[config.mk]
export PLATFORM = sky130hd
export DESIGN_NAME = mem_port_arbiter
export DESIGN_NICKNAME = d
export VERILOG_FILES = /design/src/rtl/mem_port_arbiter_pkg.sv /design/src/rtl/mem_port_arbiter_rr_pick4.sv /design/src/rtl/mem_port_arbiter.sv
export SDC_FILE = /design/constraint.sdc
export NUM_CORES = 1
export LEC_CHECK = 0
export CAP_MARGIN = 20
export CORE_AREA = 5 5 42 44
export DETAILED_ROUTE_END_ITERATION = 12
export DIE_AREA = 0 0 47 49
export PLACE_DENSITY = 0.68
export SETUP_SLACK_MARGIN = 0.1
export SLEW_MARGIN = 5
export SYNTH_ARGS = -nofsm -noshare
export SYNTH_HDL_FRONTEND = slang
export SYNTH_SLANG_ARGS = --single-unit
export TNS_END_PERCENT = 5
[constraint.sdc]
create_clock -name CLK -period 2.35 [get_ports CLK]
set_input_delay 0.235 -clock CLK [delete_from_list [all_inputs] [get_ports CLK]]
set_output_delay 0.235 -clock CLK [all_outputs]
set_load 0.01 [all_outputs]
[src/rtl/mem_port_arbiter_pkg.sv]
// rtl/mem_port_arbiter_pkg.sv - shared arbiter definitions: state encoding, port count, select width, hold defaults
// Imported by every arbiter on the bus so encodings and sizes stay consistent.
package mem_port_arbiter_pkg;

  localparam int NUM_REQ      = 4;
  localparam int SEL_W        = 2;
  localparam int ARB_MAX_HOLD = 16;
  localparam int ARB_TIMER_W  = 5;

  typedef enum logic {
    ARB_IDLE = 1'b0,
    ARB_BUSY = 1'b1
  } arb_state_e;

  function automatic logic [NUM_REQ-1:0] sel_to_onehot(input logic [SEL_W-1:0] idx);
    logic [NUM_REQ-1:0] oh;
    oh      = '0;
    oh[idx] = 1'b1;
    return oh;
  endfunction

endpackage

[src/rtl/mem_port_arbiter_rr_pick4.sv]
// rtl/mem_port_arbiter_rr_pick4.sv - combinational round-robin pick over 4 requests
// Scans (ptr+1)%4 .. ptr and returns the first asserted request.
module mem_port_arbiter_rr_pick4
  import mem_port_arbiter_pkg::*;
(
  input  logic [NUM_REQ-1:0] req,
  input  logic [SEL_W-1:0]   ptr,
  output logic               valid,
  output logic [SEL_W-1:0]   idx
);

  logic [SEL_W-1:0] cand;

  // Walk from the lowest priority (ptr itself) up to the highest so the last hit wins.
  always_comb begin
    valid = 1'b0;
    idx   = ptr;
    cand  = ptr;
    for (int k = NUM_REQ; k >= 1; k--) begin
      cand = ptr + SEL_W'(k);
      if (req[cand]) begin
        valid = 1'b1;
        idx   = cand;
      end
    end
  end

endmodule

[src/rtl/mem_port_arbiter.sv]
// rtl/mem_port_arbiter.sv - round-robin arbiter sharing one 32-bit port between 4 requesters
// Optional forced release after MAX_HOLD busy cycles under macro ARB_TIMEOUT_EN.
module mem_port_arbiter
  import mem_port_arbiter_pkg::*;
#(
  parameter int MAX_HOLD = ARB_MAX_HOLD,
  parameter int TIMER_W  = ARB_TIMER_W
) (
  input  logic       CLK,
  input  logic       RST,
  input  logic [3:0] Req,
  input  logic       Done,
  output logic [3:0] Grant,
  output logic [1:0] Sel,
  output logic       Busy,
  output logic       TimeoutErr
);

  arb_state_e         state_q, state_d;
  logic [SEL_W-1:0]   ptr_q, ptr_d;
  logic [SEL_W-1:0]   sel_q, sel_d;
  logic [NUM_REQ-1:0] grant_q, grant_d;
  logic               pick_valid;
  logic [SEL_W-1:0]   pick_idx;
  logic               timeout;
  logic               release_now;
  logic               new_grant;

  // While busy the pointer already equals the owner, so one picker serves both cases.
  mem_port_arbiter_rr_pick4 u_pick (
    .req   (Req),
    .ptr   (ptr_q),
    .valid (pick_valid),
    .idx   (pick_idx)
  );

  assign release_now = Done | ~Req[sel_q] | timeout;

  always_comb begin
    state_d   = state_q;
    ptr_d     = ptr_q;
    sel_d     = sel_q;
    grant_d   = grant_q;
    new_grant = 1'b0;
    case (state_q)
      ARB_IDLE: begin
        if (pick_valid) begin
          state_d   = ARB_BUSY;
          new_grant = 1'b1;
        end
      end
      ARB_BUSY: begin
        if (release_now) begin
          if (pick_valid) begin
            new_grant = 1'b1;
          end else begin
            state_d = ARB_IDLE;
            grant_d = '0;
          end
        end
      end
      default: begin
        state_d = ARB_IDLE;
        grant_d = '0;
      end
    endcase
    if (new_grant) begin
      ptr_d   = pick_idx;
      sel_d   = pick_idx;
      grant_d = sel_to_onehot(pick_idx);
    end
  end

  always_ff @(posedge CLK) begin
    if (RST) begin
      state_q <= ARB_IDLE;
      ptr_q   <= SEL_W'(NUM_REQ - 1);
      sel_q   <= '0;
      grant_q <= '0;
    end else begin
      state_q <= state_d;
      ptr_q   <= ptr_d;
      sel_q   <= sel_d;
      grant_q <= grant_d;
    end
  end

`ifdef ARB_TIMEOUT_EN
  logic [TIMER_W-1:0] cnt_q, cnt_d;
  logic               err_q, err_d;

  // Fires on the edge that completes the MAX_HOLD-th busy cycle.
  assign timeout = (state_q == ARB_BUSY) && (cnt_q == TIMER_W'(MAX_HOLD - 1));

  always_comb begin
    cnt_d = cnt_q;
    err_d = 1'b0;
    if (new_grant || state_q == ARB_IDLE) begin
      cnt_d = '0;
    end else begin
      cnt_d = cnt_q + 1'b1;
    end
    if (state_q == ARB_BUSY && timeout && !Done && Req[sel_q]) begin
      err_d = 1'b1;
    end
  end

  always_ff @(posedge CLK) begin
    if (RST) begin
      cnt_q <= '0;
      err_q <= 1'b0;
    end else begin
      cnt_q <= cnt_d;
      err_q <= err_d;
    end
  end

  assign TimeoutErr = err_q;
`else
  logic unused_cfg;
  assign unused_cfg = (MAX_HOLD < (1 << TIMER_W));
  assign timeout    = 1'b0;
  assign TimeoutErr = 1'b0;
`endif

  assign Grant = grant_q;
  assign Sel   = sel_q;
  assign Busy  = (state_q == ARB_BUSY);

endmodule

==> results.py <==
metrics = {
    "status": {
        "status": "completed",
    },
    "job": {
        "drv_cap": 0,
    },
    "floorplanning": {
        "die-area_um2": 2300,
        "start_util": 0.371,
        "rows": 14,
        "ios": 15,
        "die_w_um": 47,
        "die_y_um": 49,
        "core-area_um2": 1400,
    },
    "detailed_routing": {
        "via_per_inst": 5.70,
        "drt_pass1_iterations": 5,
        "vias": 490,
        "drtIter0Drc": 4,
        "post_drt_wl_per_cell_um": 13.0,
        "drc": 0,
        "antenna_left": 0,
        "wirelength_um": 1120,
    },
    "worst_setup_path": {
        "crit_required_ns": 2.48,
        "endpoint_kind": "flip-flop",
        "startpoint_type": "primary input",
        "crit_arrival_ns": 1.79,
        "cp_max_fo": 5,
        "path_class": "in -> reg",
    },
    "finish": {
        "syn2layout_area_growth_pct": 29.8,
        "finalNetCount": 78,
        "n_fill_cell": 148,
        "num_antenna_cells": 0,
        "drive_gt1_frac": 0.157,
        "stdcell_count": 86,
    },
    "global_routing": {
        "grt_pass1_vias": 454,
        "grt_pass1_wl_um": 1790,
        "grt_max_degree": 11,
        "globalRouteOverflowTotal": 0,
        "track_usage": 0.105,
        "antenna_found_initial": 0,
    },
    "synth": {
        "synth.distinct_cells": 31,
        "syn_nets": 63,
        "yosysSeqAreaShare": 0.346,
        "synth_cells": 56,
        "synth-main-ff-cell": "dfxtp_1",
        "ys_ff_latch": 9,
        "synth_edf_count": 0,
        "synth_area_um2": 520,
        "syn_area_per_cell_um2": 9.29,
        "ys_async_sr_fraction": 0,
        "ys_warn_count": 0,
    },
    "clocking": {
        "htreeDepth": 1,
        "clk_pin_slew_ns": 0.06,
        "cts_max_path_buffers": 2,
        "clkLatencyLatePin_ns": 0.26,
        "root_buffer": "clkbuf_4",
        "cts_tree": "done",
        "post_cts_resized": 0,
        "cts_hold_buf": 0,
        "post_cts_buffers": 0,
        "clock_sinks": 9,
        "cts_made_buffers": 3,
    },
    "placement": {
        "dp_hpwl_um": 866,
        "pre_cts_ws_ns": 0.415,
        "numPortBuffers": 13,
        "place_inst": 82,
        "place.gp.congestion": 0.720,
    },
    "timing": {
        "fin_skew_ns": 0.00304,
        "setup_viol": 0,
        "layout_setup_ws_ns": 0.690,
        "fmax_mhz": 602,
        "holdWs_ns": 0.461,
        "rsz0062_at_grt": "false",
        "layout_min_cycle_time_ns": 1.66,
        "hold_viol": 0,
        "tns_ns": 0,
        "period_share": 0.707,
        "slew_viol_final": 0,
    },
    "worst_hold_path": {
        "hp-class": "reg -> reg",
    },
    "power": {
        "power.leakage_nw": 0.239,
        "power_density_nw_per_um2": 656,
        "fin_total_pwr_mw": 0.443,
        "ir_drop_mv": 0.359,
    },
}
-- per-layer routing --
layer  part of all wire  global-route usage
met1               0.47               0.140
met2               0.45               0.147
met3              0.052              0.0332
met4              0.022              0.0553
met5                  0                   0
-- critical path, stage by stage --
cell             delay (ns)
clkdlybuf4s50_1        0.49
mux2i_1                0.37
o221ai_4               0.18
nor4_1                 0.39
o21bai_1               0.12
-- kinds of logic after synthesis --
logic type	Yosys count	share of synthesized area
mux	2	0.0385
buf+inv	6	0.0649
compound gates	19	0.315
other cells	1	0.00720
flops	9	0.346
simple gates	19	0.228
-- cells in the final DEF (no fill, tap or decap), drive strengths merged --
cell type      count
o221ai             1
o21ai              2
dfxtp              9
a21oi              4
clkinv             1
clkbuf             3
nand3b             2
nor2b              3
or4                1
a22o               2
nand2              2
o21ba              1
clkdlybuf4s50     13
mux2i              2
o22a               1
o22ai              1
nand2b             2
o2111ai            1
a2111oi            1
nor3b              1
o32ai              2
o21a               1
o21bai             2
nor2               2
conb               1
nor4               1
or3b               1
inv                3
nor3               3
or3                1
-- final cells by class --
class	count	area (um^2)	share of cell area
well taps	16	20.0	0.0296
clock inverters	1	5.00	0.00741
repair buffers	13	130	0.193
clock buffers	3	22.5	0.0333
multi-input cells	41	307	0.454
inverters	3	11.3	0.0167
flip-flops and latches	9	180	0.267
-- where the power goes --
part | leakage, nW | total (mW) | internal [mW] | switching, mW
Clock | 0.0177 | 0.116 | 0.0627 | 0.0532
Combinational | 0.146 | 0.137 | 0.0725 | 0.0644
Sequential | 0.0746 | 0.191 | 0.173 | 0.0174
-- flip-flops by register name, indices dropped and copies added, names as in the netlist --
| name | count |
|---|---|
| Busy | 1 |
| Grant | 4 |
| ptr_q | 2 |
| Sel | 2 |
-- per-stage QoR --
step	util	instance area [um^2]
final	0.482	676
after global routing	0.482	676
after CTS	0.482	676
after detailed placement	0.463	648
after global placement	0.463	648
after floorplan	-	520
-- synth_stat cells (2+ instances only) --
cell	number	area, um^2
a21oi_1	4	20.0
a22o_1	2	17.5
dfxtp_1	9	180
inv_1	3	11.3
mux2i_1	2	20.0
nand2_1	2	7.51
nand2b_1	2	12.5
nand3b_1	2	15.0
nor2b_1	3	18.8
nor3_1	3	15.0
o21ai_0	2	10.0
o21bai_1	2	15.0
o32ai_1	2	17.5
-- worst paths after layout --
| path | cells after the start | from | endpoint | slack, ns |
|---|---|---|---|---|
| worst max-delay path | 5 | Req[3] | ptr_q[0] | 0.69 |
| worst min-delay path | 2 | Grant[3] | Grant[3] | 0.46 |
| worst min register to register | 2 | Grant[3] | Grant[3] | 0.46 |
| worst max register to register | 4 | Sel[0] | ptr_q[0] | 0.72 |
(Power assumes the default switching activity.)
